==> src/rtl/cpu_gregs_mp_pkg.sv <==
// Shared register-file defaults and helpers for cpu_gregs_mp and its write-select slice.
// Mirrors the CPU-wide width constants so every file elaborates from one source.
package cpu_gregs_mp_pkg;

    localparam int unsigned CPU_XLEN          = 32;
    localparam int unsigned CPU_GREG_COUNT    = 32;
    localparam int unsigned CPU_GREGIDX_WIDTH = 5;
    localparam int unsigned CPU_GREG_NREAD    = 2;
    localparam int unsigned CPU_GREG_NWRITE   = 2;

    function automatic bit is_pow2(input int unsigned v);
        return (v != 0) && ((v & (v - 1)) == 0);
    endfunction

endpackage

==> src/rtl/cpu_gregs_wsel.sv <==
// Resolves all write ports and the scoreboard controls against one register index:
// effective-write hit, winning data (highest port wins) and the post-update busy bit.
module cpu_gregs_wsel
    import cpu_gregs_mp_pkg::*;
#(
    parameter int unsigned XLEN   = CPU_XLEN,
    parameter int unsigned IDXW   = CPU_GREGIDX_WIDTH,
    parameter int unsigned NWRITE = CPU_GREG_NWRITE
) (
    input  logic [IDXW-1:0]        idx_i,
    input  logic                   cur_busy_i,
    input  logic [NWRITE-1:0]      rd_wen_i,
    input  logic [NWRITE*IDXW-1:0] rd_idx_i,
    input  logic [NWRITE*XLEN-1:0] rd_dat_i,
    input  logic                   mark_en_i,
    input  logic [IDXW-1:0]        mark_idx_i,
    input  logic                   flush_i,
    output logic                   hit_o,
    output logic [XLEN-1:0]        dat_o,
    output logic                   busy_o
);

    always_comb begin
        hit_o = 1'b0;
        dat_o = '0;
        // ascending scan lets the highest-numbered matching port overwrite earlier ones
        for (int unsigned j = 0; j < NWRITE; j++) begin
            if (rd_wen_i[j] && (rd_idx_i[j*IDXW +: IDXW] == idx_i) && (idx_i != '0)) begin
                hit_o = 1'b1;
                dat_o = rd_dat_i[j*XLEN +: XLEN];
            end
        end

        busy_o = cur_busy_i & ~hit_o;
        if (mark_en_i && (mark_idx_i == idx_i)) begin
            busy_o = 1'b1;
        end
        if (flush_i || (idx_i == '0)) begin
            busy_o = 1'b0;
        end
    end

endmodule

==> src/rtl/cpu_gregs_mp.sv <==
// Multi-port general register file with registered reads, same-cycle write bypass
// and a per-register busy scoreboard; x0 reads zero and is never busy.
module cpu_gregs_mp
    import cpu_gregs_mp_pkg::*;
#(
    parameter int unsigned XLEN      = CPU_XLEN,
    parameter int unsigned REG_COUNT = CPU_GREG_COUNT,
    parameter int unsigned IDXW      = CPU_GREGIDX_WIDTH,
    parameter int unsigned NREAD     = CPU_GREG_NREAD,
    parameter int unsigned NWRITE    = CPU_GREG_NWRITE
) (
    input  logic                   clk,
    input  logic                   rst_n,
    input  logic [NREAD*IDXW-1:0]  rs_idx,
    output logic [NREAD*XLEN-1:0]  rs_dat,
    output logic [NREAD-1:0]       rs_busy,
    input  logic [NWRITE-1:0]      rd_wen,
    input  logic [NWRITE*IDXW-1:0] rd_idx,
    input  logic [NWRITE*XLEN-1:0] rd_dat,
    input  logic                   mark_en,
    input  logic [IDXW-1:0]        mark_idx,
    input  logic                   flush
);

    if (REG_COUNT < 2 || !is_pow2(REG_COUNT)) begin : g_bad_count
        $error("cpu_gregs_mp: REG_COUNT must be a power of two >= 2");
    end
    if (IDXW != $clog2(REG_COUNT)) begin : g_bad_idxw
        $error("cpu_gregs_mp: IDXW must equal log2(REG_COUNT)");
    end
    if (NREAD < 1 || NREAD > 4) begin : g_bad_nread
        $error("cpu_gregs_mp: NREAD must be in 1..4");
    end
    if (NWRITE < 1 || NWRITE > 2) begin : g_bad_nwrite
        $error("cpu_gregs_mp: NWRITE must be in 1..2");
    end

    logic [XLEN-1:0]       regs_q [REG_COUNT];
    logic [REG_COUNT-1:0]  busy_q, busy_d;
    logic [REG_COUNT-1:0]  wr_hit;
    logic [XLEN-1:0]       wr_dat [REG_COUNT];
    logic [NREAD*XLEN-1:0] rs_dat_q, rs_dat_d;
    logic [NREAD-1:0]      rs_busy_q, rs_busy_d;

    for (genvar r = 0; r < REG_COUNT; r++) begin : g_reg
        cpu_gregs_wsel #(
            .XLEN   (XLEN),
            .IDXW   (IDXW),
            .NWRITE (NWRITE)
        ) u_wsel (
            .idx_i      (IDXW'(r)),
            .cur_busy_i (busy_q[r]),
            .rd_wen_i   (rd_wen),
            .rd_idx_i   (rd_idx),
            .rd_dat_i   (rd_dat),
            .mark_en_i  (mark_en),
            .mark_idx_i (mark_idx),
            .flush_i    (flush),
            .hit_o      (wr_hit[r]),
            .dat_o      (wr_dat[r]),
            .busy_o     (busy_d[r])
        );
    end

    // Read ports see the post-update state, so data and busy are bypassed identically.
    for (genvar k = 0; k < NREAD; k++) begin : g_rd
        logic [IDXW-1:0] idx;
        logic            hit;
        logic [XLEN-1:0] wdat;

        assign idx = rs_idx[k*IDXW +: IDXW];

        cpu_gregs_wsel #(
            .XLEN   (XLEN),
            .IDXW   (IDXW),
            .NWRITE (NWRITE)
        ) u_wsel (
            .idx_i      (idx),
            .cur_busy_i (busy_q[idx]),
            .rd_wen_i   (rd_wen),
            .rd_idx_i   (rd_idx),
            .rd_dat_i   (rd_dat),
            .mark_en_i  (mark_en),
            .mark_idx_i (mark_idx),
            .flush_i    (flush),
            .hit_o      (hit),
            .dat_o      (wdat),
            .busy_o     (rs_busy_d[k])
        );

        assign rs_dat_d[k*XLEN +: XLEN] = hit ? wdat : regs_q[idx];
    end

    always_ff @(posedge clk or negedge rst_n) begin
        if (!rst_n) begin
            for (int unsigned r = 0; r < REG_COUNT; r++) begin
                regs_q[r] <= '0;
            end
            busy_q    <= '0;
            rs_dat_q  <= '0;
            rs_busy_q <= '0;
        end else begin
            for (int unsigned r = 0; r < REG_COUNT; r++) begin
                if (wr_hit[r]) begin
                    regs_q[r] <= wr_dat[r];
                end
            end
            busy_q    <= busy_d;
            rs_dat_q  <= rs_dat_d;
            rs_busy_q <= rs_busy_d;
        end
    end

    assign rs_dat  = rs_dat_q;
    assign rs_busy = rs_busy_q;

endmodule

==> config.mk <==
export PLATFORM = sky130hd
export DESIGN_NAME = cpu_gregs_mp
export DESIGN_NICKNAME = d
export VERILOG_FILES = /design/src/rtl/cpu_gregs_mp_pkg.sv /design/src/rtl/cpu_gregs_wsel.sv /design/src/rtl/cpu_gregs_mp.sv
export SDC_FILE = /design/constraint.sdc
export NUM_CORES = 2
export LEC_CHECK = 0
export CELL_PAD_IN_SITES_DETAIL_PLACEMENT = 1
export CELL_PAD_IN_SITES_GLOBAL_PLACEMENT = 2
export CORE_ASPECT_RATIO = 1.4
export CORE_MARGIN = 2
export CORE_UTILIZATION = 42
export DETAILED_ROUTE_END_ITERATION = 12
export MAX_ROUTING_LAYER = met4
export PLACE_DENSITY = 0.85
export SLEW_MARGIN = 20
export SYNTH_ARGS = -nofsm -noshare
export SYNTH_HDL_FRONTEND = slang
export SYNTH_SLANG_ARGS = --single-unit
==> constraint.sdc <==
create_clock -name clk -period 2.2 [get_ports clk]
set_input_delay 0.44 -clock clk [delete_from_list [all_inputs] [get_ports clk]]
set_output_delay 0.44 -clock clk [all_outputs]
set_load 0.005 [all_outputs]
* Yosys cells after proc, flatten, opt, wreduce, memory -nomap -nowiden
Cells that the tools add are included.
Storage, ports and cells: output and inout bits 66, input port bits 95, register bits after elaboration 1089, logic and storage cells 524
Operators by class: equality and inequality tests 99, reduce and logical (&&, ||, !) cells 109, bitwise logic cells 68, order comparisons 4, mux-type cells 210
Operators by type and width (number):
- $mux W32 | 72
- $bmux W32 S5 | 2
- $eq A5 B5 Y1 const B | 48
- $mux W1 | 134
- $eq A5 B4 Y1 const B | 24
- $logic_and A1 B1 Y1 | 103
- $eq A5 B3 Y1 const B | 12
- $and A1 B1 Y1 | 33
- $not A1 Y1 | 33
- $eq A5 B2 Y1 const B | 6
- $eq A5 B5 Y1 | 6
- $eq A5 B1 Y1 const B | 3
- $ge A6 B6 Y1 const B | 2
- $lt A5 B6 Y1 const B | 2
- $not A5 Y6 | 2
- $bmux W1 S5 | 2
- $logic_not A5 Y1 | 2
- $reduce_bool A5 Y1 | 2
- $logic_or A1 B1 Y1 | 2

* Longest topological paths before layout
word-level depth 9, mapped depth 12, mapped depth without buffers 6

* Hierarchy
Synthesis repeated with hierarchy kept, for this count alone.
Second synthesis, totals: cells, all modules 7976, area total of the unflattened synthesis 91670.4 um^2
Modules (own cells, without submodules):
- cpu_gregs_mp | times used 1, cells each 4440, area each 58914.0 um^2
- cpu_gregs_wsel | times used 34, cells each 104, area each 963.4 um^2

* Worst setup path after synthesis
Ideal clock, no wire load.
path kind input-to-reg, from input port rs_idx[5], to register rs_dat_q[55], in the netlist rs_dat[55], setup time 137 ps, data required time 2063 ps, stages 7, buffers on the path 3, arrival time 2106 ps, path slack -44 ps, cell sequence buf_4 -> buf_2 -> buf_2 -> mux4_2 -> a22o_1 -> a221oi_1 -> a31oi_1
Between the ends: word-level cells in the longest chain between the ends 6
RTL lines:
- from (decl) | line cpu_gregs_mp.sv:14 | input logic [NREAD*IDXW-1:0] rs_idx,
- parallel branches: the longest is 5 deep, another holds $bmux W32 S5
- $mux W32 * | line cpu_gregs_mp.sv:91 | assign rs_dat_d[k*XLEN +: XLEN] = hit ? wdat : regs_q[idx];
- net rs_dat_d[55] | line cpu_gregs_mp.sv:42 | logic [NREAD*XLEN-1:0] rs_dat_q, rs_dat_d;
- to (signal assigned) | line cpu_gregs_mp.sv:109 | rs_dat_q <= rs_dat_d;
- to (decl) | line cpu_gregs_mp.sv:42
Mark *: on every way through the listed nets, which the timed path passes. The select of a mux whose other input is x is not followed. A chain may end at the register's enable or synchronous reset.

* Worst setup path in the final report
from register rs_dat_q[16], in the netlist rs_dat[16], to output port rs_dat[16]
RTL lines:
- to (decl) | line cpu_gregs_mp.sv:15 | output logic [NREAD*XLEN-1:0] rs_dat,
No word-level cell between the ends.

==> results.sh <==
export IMPL_status="complete, no violations"
export IMPL_path_cells="clkdlybuf4s50_1"
export IMPL_detailedPlace_worstSlack_ns=-0.664
export IMPL_slowest_stage="clkdlybuf4s50_1"
export IMPL_first_iter_violations=5235
export IMPL_stdcell_count=8913
export IMPL_cpLargestDelayFamily="buffers and inverters"
export IMPL_hpwl_um=200000
export IMPL_nets=6804
export IMPL_finalPower_mw=69.4
export IMPL_vias_per_cell=6.59
export IMPL_critPathArrivalTime_ns=1.74
export IMPL_hold_viol=0
export IMPL_gp_congestion=0.958
export IMPL_gr_total_overflow=0
export IMPL_root_buffer="clkbuf_16"
export IMPL_end_kind="output port"
export IMPL_slew_headroom=0.352
export IMPL_worstPathRequired_ns=1.76
export IMPL_synth_top_area_cell="dfrtp_1"
export IMPL_yosysWarningCount=0
export IMPL_synth_cell_types=53
export IMPL_synth_area_per_cell_um2=10.2
export IMPL_port_buffer_count=160
export IMPL_critical_path_buf_inv_count=1
export IMPL_route_detailed_drc=0
export IMPL_clock_latency_ns=0.79
export IMPL_drive_above_1_share=0.202
export IMPL_grt_start_max_net_pins=103
export IMPL_p_per_area_nw_per_um2=858
export IMPL_cts_clk_slew_worst_paths_ns=0.06
export IMPL_critPathMaxFanout=1
export IMPL_ant_nets=0
export IMPL_cp_start_kind="flip-flop"
export IMPL_fillers=16900
export IMPL_worst_pin_slew_ns=0.960
export IMPL_synth_flop_cell="dfrtp_1"
export IMPL_placed_cells=8687
export IMPL_ir_drop_mv=0.695
export IMPL_synth_area_um2=67200
export IMPL_hold_class="input port to asynchronous set/reset pin"
export IMPL_io_pins=161
export IMPL_routed_wl_um=290000
export IMPL_report_final_slew_viol_count=0
export IMPL_synthTopCellsByArea="dfrtp_1 (41%), mux2i_1 (20%), mux4_2 (12%)"
export IMPL_synthArstFlopShare=1.00
export IMPL_synthCells=6589
export IMPL_num_rows=173
export IMPL_start_util=0.423
export IMPL_wl_per_cell_um=32.5
export IMPL_synth_top_cell_area_share=0.405
export IMPL_power_leakage_nw=35.6
export IMPL_htreeDepth=3
export IMPL_fin_crit_sh=0.993
export IMPL_fmax_ghz=0.458
export IMPL_grt_total_usage=0.361
export IMPL_min_period_ns=2.18
export IMPL_rsz0062_at_grt="no"
export IMPL_via_count=58700
export IMPL_die_w_um=342
export IMPL_cts_sinks=1089
export IMPL_setup_viol=0
export IMPL_antenna_found_initial=17
export IMPL_final_core_util=0.509
export IMPL_synth_edf_count=0
export IMPL_cts_tree="built"
export IMPL_core_area_um2=159000
export IMPL_max_cap_violations=0
export IMPL_grt_pass1_vias=62400
export IMPL_finalClockSkew_ns=0.0324
export IMPL_timing_final_ws_setup_ns=0.0153
export IMPL_dieArea_um2=163000
export IMPL_die_h_um=477
export IMPL_cts_path_max_buffers=3
export IMPL_syn_nets=6684
export IMPL_grt_first_pass_wirelength_um=423000
export IMPL_ys_ff_latch=1089
export IMPL_syn_to_final_growth_pct=20.2
export IMPL_max_stage_delay_ns=0.54
export IMPL_cts_made_buffers=118
export IMPL_yosysSeqAreaShare=0.405
export IMPL_first_pass_iters=6
export IMPL_crit_type="flip-flop to output port"
[cell usage in the layout (no fill, tap or decap), types with 21 or more instances in the layout]
cell type	Yosys	layout
mux2i_1	1319	1319
dfrtp_1	1089	1079
nor2_1	874	868
a21oi_1	825	825
buf_4	29	404
mux4_2	347	347
nand2_1	316	284
buf_12	0	273
o21ai_0	218	218
a22oi_1	150	150
clkdlybuf4s50_1	0	126
clkbuf_16	0	122
o22ai_1	120	120
mux2_2	64	64
a31oi_1	54	54
nor3_1	40	40
clkbuf_1	498	38
o311ai_0	30	30
o211a_1	30	30
a22o_1	29	29
a211o_1	29	29
dlygate4sd2_1	0	24
nand2_4	0	23
clkinv_2	0	21
[sequential cells by signal, indices dropped and copies added (netlist names)]
| name | flops |
|---|---|
| rs_dat | 64 |
| rs_busy | 2 |
| regs_q | 992 |
| busy_q | 31 |
[stage by stage]
stage | setup TNS (ns) | area [µm²] | hold slack [ns]
after global routing | 0 | 80800 | 0.173
after global placement | -344.18 | 76900 | 0.358
final | 0 | 80800 | 0.159
after detailed placement | -389.86 | 76900 | 0.361
after floorplan | 0 | 67300 | 0.144
after CTS | 0 | 80800 | 0.141
[logic make-up after synthesis]
family / after synthesis / synth area share
muxes: 1730 / 0.323
AOI/OAI and AO/OA: 1533 / 0.132
and+or+nand+nor: 1367 / 0.0827
DFF: 1089 / 0.405
buffers and inverters: 840 / 0.0529
xor gates and xnor gates: 30 / 0.00391
[per-layer routing]
metal / GRT usage / part of all wire
met1: 0.417 / 0.37
met2: 0.575 / 0.48
met3: 0.0577 / 0.072
met4: 0.246 / 0.078
met5: - / 0
[layout make-up]
| class | instances | area [µm²] | area share |
|---|---|---|---|
| Tap cell | 2100 | 2630 | 0.0325 |
| Clock inverter | 37 | 419 | 0.00519 |
| Multi-Input combinational cell | 4660 | 36900 | 0.457 |
| Antenna cell | 9 | 22.5 | 0.000279 |
| Sequential cell | 1089 | 27300 | 0.337 |
| Clock buffer | 178 | 3440 | 0.0426 |
| Inverter | 3 | 12.5 | 0.000155 |
| Timing Repair Buffer | 837 | 10100 | 0.125 |
[repair_timing]
action | 4_1_cts | 5_1_grt
setup endpoints to repair | 29 | 1
endpoints found under the hold margin | 156 | 0
resized for setup | 34 | 0
buffers inserted | 0 | 1
pin swaps | 0 | 0
hold buffers | 1 | 0
[cell usage after synthesis, types with 30 or more instances]
cell      number
nor2_1       874
nand2_1      316
a21oi_1      825
mux2i_1     1319
buf_2        200
dfrtp_1     1089
mux4_2       347
buf_1        104
clkbuf_1     498
a22oi_1      150
nor3_1        40
o21ai_0      218
o211a_1       30
o311ai_0      30
a31oi_1       54
o22ai_1      120
mux2_2        64
[power by group]
| part | internal [mW] | switching (mW) | total [mW] |
|---|---|---|---|
| sequential | 25.3 | 4.63 | 29.9 |
| clock | 11.7 | 9.01 | 20.7 |
| combinational | 9.91 | 8.82 | 18.7 |
| total | 46.9 | 22.5 | 69.4 |
[worst paths after layout]
path	start	slack (ns)	cells after the start	to
max	rs_dat[16]$_DFF_PN0_	0.02	1	rs_dat[16]
min	rst_n	0.16	2	regs_q[636]$_DFFE_PN0P_
max reg2reg	regs_q[963]$_DFFE_PN0P_	0.10	6	rs_dat[35]$_DFF_PN0_
min reg2reg	busy_q[30]$_DFF_PN0_	0.58	2	busy_q[30]$_DFF_PN0_
max in group asynchronous	rst_n	1.10	4	regs_q[273]$_DFFE_PN0P_
min in group clk	rs_idx[4]	0.30	4	rs_dat[3]$_DFF_PN0_
Note: power is estimated with default switching activity, not from simulation.
